`src/rtl/i2c_pkg.sv`:
```
// Shared I2C constants: address width, R/W polarity, master and target state encodings.
`timescale 1ns/1ps
package i2c_pkg;

  localparam int I2C_ADDR_W = 7;

  localparam logic I2C_READ  = 1'b1;
  localparam logic I2C_WRITE = 1'b0;

  // master sequencer states
  localparam logic [3:0] M_IDLE  = 4'd0;
  localparam logic [3:0] M_START = 4'd1;
  localparam logic [3:0] M_ADDR  = 4'd2;
  localparam logic [3:0] M_DATA  = 4'd3;
  localparam logic [3:0] M_ACK   = 4'd4;
  localparam logic [3:0] M_STOP  = 4'd5;

  // target (slave) states, visible on the debug port
  localparam logic [3:0] S_IDLE      = 4'd0;
  localparam logic [3:0] S_ADDR      = 4'd1;
  localparam logic [3:0] S_ACK_ADDR  = 4'd2;
  localparam logic [3:0] S_RX        = 4'd3;
  localparam logic [3:0] S_ACK_DATA  = 4'd4;
  localparam logic [3:0] S_TX        = 4'd5;
  localparam logic [3:0] S_MACK      = 4'd6;
  localparam logic [3:0] S_WAIT_STOP = 4'd7;

  function automatic logic is_busy_state(input logic [3:0] s);
    return (s >= S_ACK_ADDR) && (s <= S_MACK);
  endfunction

endpackage

```
`src/rtl/i2c_bus_sync.sv`:
```
// Bus input stage: synchronizes sclk/sda, keeps one history sample, and registers
// edge and START/STOP pulses so every event reaches the FSM 3 clk after the bus edge.
`timescale 1ns/1ps
module i2c_bus_sync (
  input  logic clk,
  input  logic rst,
  input  logic sclk,
  input  logic sda,
  output logic sclk_rise,
  output logic sclk_fall,
  output logic start_det,
  output logic stop_det,
  output logic sda_s
);

  logic [1:0] sclk_sync;
  logic [1:0] sda_sync;
  logic       sclk_h;
  logic       sda_h;

  // Idle bus is high: resetting to 1 avoids spurious edges after reset release.
  always_ff @(posedge clk or negedge rst) begin
    if (!rst) begin
      sclk_sync <= 2'b11;
      sda_sync  <= 2'b11;
      sclk_h    <= 1'b1;
      sda_h     <= 1'b1;
      sclk_rise <= 1'b0;
      sclk_fall <= 1'b0;
      start_det <= 1'b0;
      stop_det  <= 1'b0;
      sda_s     <= 1'b1;
    end else begin
      sclk_sync <= {sclk_sync[0], sclk};
      sda_sync  <= {sda_sync[0], sda};
      sclk_h    <= sclk_sync[1];
      sda_h     <= sda_sync[1];
      sclk_rise <= sclk_sync[1] & ~sclk_h;
      sclk_fall <= ~sclk_sync[1] & sclk_h;
      // sclk must be high in both samples; a simultaneous sclk/sda change is a data edge
      start_det <= sclk_sync[1] & sclk_h & sda_h & ~sda_sync[1];
      stop_det  <= sclk_sync[1] & sclk_h & ~sda_h & sda_sync[1];
      sda_s     <= sda_sync[1];
    end
  end

endmodule

```
`src/rtl/i2c_slave.sv`:
```
// I2C target: oversampled bus front end, 7-bit address match and a parallel byte interface.
//   state      | meaning
//   IDLE       | waiting for START
//   ADDR       | shifting 7 address bits + R/W on sclk rise
//   ACK_ADDR   | mismatch -> WAIT_STOP; match -> ack low for the 9th bit
//   RX         | shifting a write byte on sclk rise
//   ACK_DATA   | ack low for the 9th bit, then next RX byte
//   TX         | tx_req + load at entry, bits presented on sclk fall
//   MACK       | released, sampling master ack/nack
//   WAIT_STOP  | released, ignoring bus until START/STOP
`timescale 1ns/1ps
module i2c_slave
  import i2c_pkg::*;
#(
  parameter logic [I2C_ADDR_W-1:0] ADDR = 7'h50
) (
  input  logic       clk,
  input  logic       rst,
  input  logic       sclk,
  input  logic       sda_in,
  output logic       sda_out,
  input  logic [7:0] tx_data,
  output logic       tx_req,
  output logic [7:0] rx_data,
  output logic       rx_valid,
  output logic       busy,
  output logic [3:0] state
);

  logic       sclk_rise;
  logic       sclk_fall;
  logic       start_det;
  logic       stop_det;
  logic       sda_s;
  logic [2:0] bit_cnt;
  logic [7:0] shreg;
  logic [7:0] shift_in;
  logic       addr_match;
  logic       rw;
  logic       ack_phase;

  i2c_bus_sync u_sync (
    .clk       (clk),
    .rst       (rst),
    .sclk      (sclk),
    .sda       (sda_in),
    .sclk_rise (sclk_rise),
    .sclk_fall (sclk_fall),
    .start_det (start_det),
    .stop_det  (stop_det),
    .sda_s     (sda_s)
  );

  assign shift_in = {shreg[6:0], sda_s};
  assign busy     = addr_match && is_busy_state(state);

  always_ff @(posedge clk or negedge rst) begin
    if (!rst) begin
      state      <= S_IDLE;
      bit_cnt    <= 3'd0;
      shreg      <= 8'h00;
      sda_out    <= 1'b1;
      rx_data    <= 8'h00;
      rx_valid   <= 1'b0;
      tx_req     <= 1'b0;
      addr_match <= 1'b0;
      rw         <= 1'b0;
      ack_phase  <= 1'b0;
    end else begin
      rx_valid <= 1'b0;
      tx_req   <= 1'b0;
      if (start_det || stop_det) begin
        state      <= start_det ? S_ADDR : S_IDLE;
        bit_cnt    <= 3'd0;
        shreg      <= 8'h00;
        sda_out    <= 1'b1;
        addr_match <= 1'b0;
        ack_phase  <= 1'b0;
      end else begin
        case (state)
          S_ADDR: begin
            if (sclk_rise) begin
              shreg   <= shift_in;
              bit_cnt <= bit_cnt + 3'd1;
              if (bit_cnt == 3'd7) begin
                state      <= S_ACK_ADDR;
                addr_match <= (shift_in[7:1] == ADDR);
                rw         <= shift_in[0];
                ack_phase  <= 1'b0;
              end
            end
          end
          S_ACK_ADDR: begin
            if (!addr_match) begin
              state <= S_WAIT_STOP;
            end else if (sclk_fall) begin
              if (!ack_phase) begin
                sda_out   <= 1'b0;
                ack_phase <= 1'b1;
              end else begin
                ack_phase <= 1'b0;
                bit_cnt   <= 3'd0;
                if (rw == I2C_WRITE) begin
                  state   <= S_RX;
                  sda_out <= 1'b1;
                end else begin
                  // ack stays low until the first read bit replaces it
                  state  <= S_TX;
                  tx_req <= 1'b1;
                end
              end
            end
          end
          S_RX: begin
            if (sclk_rise) begin
              shreg   <= shift_in;
              bit_cnt <= bit_cnt + 3'd1;
              if (bit_cnt == 3'd7) begin
                rx_data   <= shift_in;
                rx_valid  <= 1'b1;
                state     <= S_ACK_DATA;
                ack_phase <= 1'b0;
              end
            end
          end
          S_ACK_DATA: begin
            if (sclk_fall) begin
              if (!ack_phase) begin
                sda_out   <= 1'b0;
                ack_phase <= 1'b1;
              end else begin
                sda_out   <= 1'b1;
                ack_phase <= 1'b0;
                state     <= S_RX;
              end
            end
          end
          S_TX: begin
            if (tx_req) begin
              shreg   <= tx_data;
              sda_out <= tx_data[7];
            end else if (sclk_fall) begin
              bit_cnt <= bit_cnt + 3'd1;
              shreg   <= {shreg[6:0], 1'b0};
              if (bit_cnt == 3'd7) begin
                sda_out   <= 1'b1;
                state     <= S_MACK;
                ack_phase <= 1'b0;
              end else begin
                sda_out <= shreg[6];
              end
            end
          end
          S_MACK: begin
            if (sclk_rise) begin
              if (!sda_s) ack_phase <= 1'b1;
              else        state     <= S_WAIT_STOP;
            end else if (sclk_fall && ack_phase) begin
              ack_phase <= 1'b0;
              bit_cnt   <= 3'd0;
              state     <= S_TX;
              tx_req    <= 1'b1;
            end
          end
          default: ;
        endcase
      end
    end
  end

endmodule

```
`config.mk`:
```
export PLATFORM = sky130hd
export DESIGN_NAME = i2c_slave
export DESIGN_NICKNAME = d
export VERILOG_FILES = /design/src/rtl/i2c_pkg.sv /design/src/rtl/i2c_bus_sync.sv /design/src/rtl/i2c_slave.sv
export SDC_FILE = /design/constraint.sdc
export NUM_CORES = 1
export LEC_CHECK = 0
export CORE_UTILIZATION = 55
export CTS_CLUSTER_SIZE = 25
export DETAILED_ROUTE_END_ITERATION = 6
export GPL_TIMING_DRIVEN = 0
export PLACE_DENSITY = 0.8
export SLEW_MARGIN = 20
export SYNTH_ARGS = -nofsm -noshare
export SYNTH_HDL_FRONTEND = slang
export SYNTH_SLANG_ARGS = --single-unit
```
`constraint.sdc`:
```
create_clock -name clk -period 4.18 [get_ports clk]
set_input_delay 0.836 -clock clk [delete_from_list [all_inputs] [get_ports clk]]
set_output_delay 0.836 -clock clk [all_outputs]
set_load 0.05 [all_outputs]
```
==> results by group, run 1 <==
Worst hold path
  • Hold Path Origin: u_sync.sda_sync[0]
  • Worst hold-check path type: reg2reg

Placement
  • Post-Place Cell Area: 0.00232 sq mm
  • Routability-driven placement congestion ratio: roughly 0.94
  • Dpl hpwl: 3280 um
  • Port buffer count: 26
  • Placed insts: 259

STA
  • Final setup fails: 0
  • Fmax achieved: 294 MHz
  • Crit path time final: 3.41 ns
  • Max transition margin: 0.653
  • Final hold vios: 0
  • Final Skew: 0.0118 ns
  • Pin slew with the least headroom to its limit: about 0.52 ns
  • Fin crit share: 0.815
  • Setup TNS: 0 ns
  • RSZ-0062 raised after global routing: false
  • Max Slew Vio Count: 0

Routing
  • Vias per std cell: 5.93
  • Routed Antenna Nets: 0
  • Via count: 1583
  • Starting DRT DRC Count: 153
  • DRC Markers: 0
  • Routed wire length: 4520 um
  • WL per Instance: 16.9 um
  • Drt first pass iters: 4

Setup path
  • CP Data Required Time: 3.34 ns
  • Setup crit start: state[2]
  • FF-to-FF Start: bit_cnt[0]
  • Critical Setup Path Class: reg2out
  • Worst setup EP type: output pin
  • Critical path data arrival time: 2.57 ns
  • Startpoint types: flip-flop
  • Worst Path Max Fanout: 10

Pwr
  • Net Sw Frac: 0.433
  • P_sw: 0.000611 W
  • Combinational group share of total power: 0.509
  • Power Total: between 0.001 and 0.0015 W
  • Pwr/cell area: 595 mW/mm^2
  • Leakage: 1.07 nW
  • Max IR drop VDD: 0.350 mV
  • Clock power frac: 0.133
  • Internal power: 0.000802 W
  • Sequential power share: 0.358

Floorplanning
  • Rows: 21
  • # IOs: 28
  • Die area: a little under 0.004 sq mm
  • Core Footprint: roughly 0.0034 sq mm
  • Overall die width: 62.0 um
  • Initial Util: 0.584
  • Die height: a little over 60 um

Cells and area
  • Fraction of layout instances using a drive strength above 1: 0.204
  • Layout area overhead: 20.0%
  • Post-Layout Inst Area: 0.00238 sq mm
  • Layout Cells excl Fill: around 270
  • Nets: 234
  • Diode count: 0

Synthesis
  • Most instantiated cells after synthesis: 30 x dfrtp_1, 16 x nand2_1, 16 x nor2_1
  • Mapped Area: 0.00198 sq mm
  • Number of synthesized register bits: 37
  • Post-synth cell types: 52
  • Share of flip-flops with an asynchronous set or reset: 1.00
  • Syn_nets: 200
  • Syn Area/Cell: 10.6 sq um
  • Sequential fraction of the synthesis area: 0.472
  • Yosys warning total: 0
  • Post-synth top area cell: dfrtp_1
  • Ranking of synthesized cells by area: dfrtp_1 38%, dfstp_2 9.3%, mux2_2 5.1%
  • Count leader, synth: dfrtp_1
  • Post-synth EDFFs: 0
  • Post-synth top flop: dfrtp_1
  • Synth top area share: 0.379
  • Mapped Cells: 186

Clock tree
  • H-Tree Depth: 2
  • CTS tree: yes
  • # hold bufs at CTS: 0
  • CTS clock-pin slew for the worst setup and hold paths: 0.12 ns
  • CTS sink count: 37
  • Num CTS Buffers: 5
  • Clk_lat worst skew: 0.35 ns
  • Postcts setup bufs: 0
  • Clock tree buffer depth: 2
  • CTS resizes: 0
  • Clock root buffer: clkbuf_4

Run
  • Max Cap Viol: 0

GRT
  • Initial antenna violation count: 0
  • GRT Resource Usage Total: 0.261
  • Number of global-route vias before repair: roughly 1600
  • First-pass GRT wire length: just over 7000 um
  • Largest net degree at the start of global routing: 26
  • Grt total ovfl: 0

Outcome
  • Outcome: completed
## critical path, cell delays in order (launching register included)
cell	delay, ns
dfrtp_1	0.51
buf_4	0.23
clkbuf_1	0.36
o21ai_0	0.14
a31oi_1	0.16
clkdlybuf4s50_1	0.82
## state kept, by name (all words and copies together) (netlist names)
name and flops:
bit_cnt 3, u_sync.sclk_fall 1, rx_valid 1, u_sync.sda_sync 2, u_sync.stop_det 1, sda_out 1
addr_match 1, shreg 7, tx_req 1, u_sync.sclk_rise 1, u_sync.sclk_sync 2, rw 1
rx_data 8, ack_phase 1, state 3, u_sync.start_det 1, u_sync.sclk_h 1, u_sync.sda_h 1
## final timing paths
| kind | end | slack (ns) | depth (start not counted) |
|---|---|---|---|
| worst max-delay path | busy | 0.77 | 5 |
| worst min-delay path | u_sync.sda_sync[1] | 0.36 | 0 |
| worst max register to register | state[2] | 1.99 | 7 |
| worst min register to register | u_sync.sda_sync[1] | 0.36 | 0 |
| max in group asynchronous | u_sync.sda_sync[0] | 3.28 | 2 |
| min in group asynchronous | state[1] | 0.38 | 1 |
## final cells by class
cell class / count / area (sq um)
inverters: 3 / 11.3
clock buffers: 5 / 37.5
repair buffers: 27 / 283
flip-flops and latches: 37 / 935
plain buffers: 13 / 67.6
well taps: 46 / 57.6
multi-input cells: 133 / 967
fillers: 264 / 1010
clock inverters: 3 / 17.5
## placed cells by master, fill, tap and decap left out, drive strengths merged, types with 3 or more instances in the layout
cell / synthesis / layout
a21oi: 6 / 6
a31oi: 6 / 6
buf: 8 / 10
clkbuf: 5 / 10
clkdlybuf4s50: 0 / 25
dfrtp: 30 / 30
dfstp: 7 / 7
inv: 3 / 3
mux2: 16 / 16
mux2i: 9 / 9
nand2: 16 / 16
nand2b: 4 / 4
nand4: 3 / 3
nor2: 17 / 17
nor2b: 4 / 4
nor3: 5 / 5
nor3b: 3 / 3
o21ai: 9 / 9
## stage by stage
stage	worst slack (ns)	hold slack, ns	utilization
final	0.775	0.359	0.701
after global routing	0.611	0.369	0.701
after CTS	0.791	0.368	0.701
after detailed placement	1.18	0.347	0.685
after global placement	1.22	0.350	0.678
after floorplan	1.20	0.345	-
## power by group through the flow
| stage | Sequential (W) | Clock [W] | Combinational [W] |
|---|---|---|---|
| floorplan | 0.000557 | 0 | 0.000479 |
| CTS | 0.000504 | 0.000194 | 0.000714 |
| global placement | 0.000504 | 0 | 0.000690 |
| finish | 0.000506 | 0.000188 | 0.000719 |
| global route | 0.000516 | 0.000206 | 0.000777 |
| detailed placement | 0.000511 | 0 | 0.000710 |
## cell families after synthesis
| group | Yosys count | share of synthesized area |
|---|---|---|
| fa+ha+maj | 2 | 0.0126 |
| flops | 37 | 0.472 |
| buf+inv | 16 | 0.0398 |
| xor+xnor | 1 | 0.00442 |
| other cells | 1 | 0.00189 |
| simple gates | 66 | 0.188 |
| mux | 25 | 0.148 |
| compound gates | 38 | 0.133 |
## routing by layer
metal | up-vias | track usage | wire, um
met3 | 17 | 0.0683 | 246
li1 | 747 | - | -
met5 | - | 0 | 0
met1 | 761 | 0.341 | 2100
met2 | 58 | 0.397 | 2040
met4 | 0 | 0.143 | 134
Power figures use the tool's default switching activity.
==> inputs of run 2 (changes only) <==
CORE_UTILIZATION = 54   (was 55)
PLACE_DENSITY = 0.79   (was 0.8)
clock period = 3.4 ns   (was 4.18 ns; I/O delays follow)
==> run 2 against run 1 <==
  * Global-route usage up 0.29 points
  * Clock-buffer cell count stayed put
  * Sequential power rose by 22%
  * Combinational power is 22% higher
  * Critical path depth unchanged
  * Sequential cell count unchanged
  * Via count is 0.44% higher
  * Worst setup slack worse by 0.23 ns
  * First-iteration DRC count fell by 29%
  * Sequential share of layout area fell by 0.51 points
  * Cell area rose by 1.3%
  * Highest routed layer unchanged
==> results by group, run 2 (synthesized netlist as in run 1, its figures left out) <==
Outcome
  • Outcome: completed

Clock tree
  • H-Tree Depth: 2 (unchanged)
  • CTS clock-pin slew for the worst setup and hold paths: 0.12 ns (about the same)
  • CTS resizes: 0 (unchanged)
  • CTS sink count: 37 (unchanged)
  • Num CTS Buffers: 5 (unchanged)
  • CTS tree: yes
  • # hold bufs at CTS: 0 (unchanged)
  • Postcts setup bufs: 0 (unchanged)
  • Clock root buffer: clkbuf_4
  • Clk_lat worst skew: 0.35 ns (about the same)
  • Clock tree buffer depth: 2 (unchanged)

Cells and area
  • Fin util: 0.705 (+0.00377)
  • Largest register FFs: 8 (unchanged)
  • Diode count: 0 (unchanged)
  • Fraction of layout instances using a drive strength above 1: 0.204 (unchanged)
  • Multi-input logic area: 967 sq um (unchanged)
  • Biggest register: rx_data
  • Register area: 935 sq um (unchanged)
  • Filler cells: 243 (-8.0%)
  • Commonest non-fill, non-tap cell in the layout: dfrtp_1
  • Most frequent cells in the layout: 30 x dfrtp_1, 24 x clkdlybuf4s50_1, 16 x nand2_1, 16 x nor2_1
  • Post-Layout Inst Area: 0.00241 sq mm (+1.3%)
  • Nets: 234 (unchanged)
  • Layout area overhead: 21.5%
  • Biggest regs: rx_data x8, shreg x7

Routing
  • Drt first pass iters: 4 (unchanged)
  • Routed Antenna Nets: 0 (unchanged)
  • Via count: 1590 (+0.44%)
  • Starting DRT DRC Count: 108 (-29%)
  • DRC Markers: 0 (unchanged)
  • WL per Instance: 16.9 um (-0.46%)
  • Vias per std cell: 5.96 (+0.44%)
  • Routed wire length: 4500 um (-0.46%)

Setup path
  • Startpoint types: flip-flop
  • Critical path data arrival time: 2.17 ns (-0.40 ns)
  • CP top delay family: buffers and inverters
  • FF-to-FF Start: bit_cnt[0]
  • Most used cell, CP: buf_2
  • Critical path buffers and inverters: 4 (+1)
  • Critical-path cell list: buf_2 > buf_2 > buf_1 > a31oi_1 > dlymetal6s2s_1
  • Worst Path Max Fanout: 10 (unchanged)
  • Crit Reg-Reg Endpoint: state[2]
  • Reg2Reg Setup Slack: 1.23 ns (-0.76 ns)
  • Worst setup EP type: output pin
  • Crit-path slowest cell: dfrtp_1
  • CP Data Required Time: 2.72 ns (-0.62 ns)
  • Worst Reg-to-Reg Cells: 7 (unchanged)
  • Worst stage delay on the critical path: 0.46 ns (-0.36 ns)
  • Critical Setup Path Class: reg2out

Pwr
  • Clock power frac: 0.173 (+0.040)
  • Max IR drop VDD: 0.412 mV (+18%)
  • Net Sw Frac: 0.411 (-0.0215)
  • Leakage: 1.10 nW (+2.7%)
  • Internal power: 0.00106 W (+33%)
  • P_sw: 0.000743 W (+22%)
  • Combinational group share of total power: 0.485 (-0.024)
  • Pwr/cell area: 750 mW/mm^2 (+26%)
  • Sequential power share: 0.343 (-0.015)

STA
  • Max Slew Vio Count: 0 (unchanged)
  • Crit path time final: about 2.9 ns
  • Final hold vios: 0 (unchanged)
  • RSZ-0062 raised after global routing: false
  • Fmax achieved: 350 MHz
  • Final setup fails: 0 (unchanged)
  • Setup TNS: 0 ns (unchanged)
  • Pin slew with the least headroom to its limit: 0.534 ns (+0.0166 ns)
  • Fin crit share: 0.840
  • Final Skew: 0.0127 ns (+0.000933 ns)
  • Max transition margin: 0.642 (-0.0105)

GRT
  • First-pass GRT wire length: 8000 um (+13%)
  • GRT Resource Usage Total: 0.264 (+0.00294)
  • Number of global-route vias before repair: 1640 (+4.8%)
  • Initial antenna violation count: 0 (unchanged)
  • Largest net degree at the start of global routing: 27 (+3.8%)
  • Grt total ovfl: 0 (unchanged)

Floorplanning
  • # IOs: 28 (unchanged)
  • Die height: 62.6 um (+0.89%)
  • Overall die width: 62.6 um (+0.89%)
  • Rows: 21 (unchanged)
  • Core Footprint: 0.00342 sq mm (+0.78%)
  • Die area: 0.00391 sq mm (+1.8%)
  • Initial Util: 0.580 (-0.00449)

Placement
  • Dpl hpwl: 3330 um (+1.6%)
  • Port buffer count: 26 (unchanged)
  • Post-Place Cell Area: 0.00232 sq mm (unchanged)
  • Routability-driven placement congestion ratio: 0.876 (-6.7%)

Worst hold path
  • Worst hold-check path type: in2async

Run
  • Max Cap Viol: 0 (unchanged)
==> run 2: cell types whose count changed in the layout (fill, tap and decap cells not counted) <==
cell / delta
clkinv_2: -2
clkdlybuf4s50_1: -1
bufinv_16: +1
clkinv_4: +1
dlymetal6s2s_1: +1
==> run 2: cell type report <==
| type | instances | area share |
|---|---|---|
| Clock inverter | 3 | 0.0192 |
| Sequential cell | 37 | 0.388 |
| Buffer | 13 | 0.0281 |
| Timing Repair Buffer | 27 | 0.119 |
| Inverter | 3 | 0.00468 |
| Multi-Input combinational cell | 133 | 0.402 |
| Clock buffer | 5 | 0.0156 |
| Tap cell | 46 | 0.0239 |
==> run 2: power by group through the flow <==
stage	logic, W	clock network (W)	registers (W)
after floorplan	0.000588	0	0.000685
final	0.000875	0.000312	0.000619
after detailed placement	0.000870	0	0.000627
after global routing	0.000960	0.000339	0.000633
after CTS	0.000874	0.000316	0.000618
after global placement	0.000848	0	0.000622
==> run 2: through the flow <==
step	std cells	hold WS, ns	setup slack, ns	total power, W
final	267	0.211	0.545	0.00181
after global routing	267	0.207	0.355	0.00193
after CTS	267	0.217	0.159	0.00181
after detailed placement	259	0.351	0.555	0.00150
after global placement	258	0.347	0.567	0.00147
after floorplan	186	0.345	0.580	0.00127
==> run 2: how the worst max path moves through the flow <==
stage / startpoint / end / slack [ns] / cells past startpoint
floorplan: state[2] / busy / 0.58 / 4
global placement: state[0] / busy / 0.57 / 5
detailed placement: state[0] / busy / 0.55 / 5
CTS: state[0] / busy / 0.16 / 5
global route: state[2] / busy / 0.35 / 5
finish: state[0] / busy / 0.55 / 5
==> run 2: metal layers <==
layer,vias up,wire [um],track usage
li1,741,-,-
met1,779,1970,0.337
met2,63,2230,0.436
met3,7,233,0.0657
met4,0,61,0.0930
met5,-,0,0
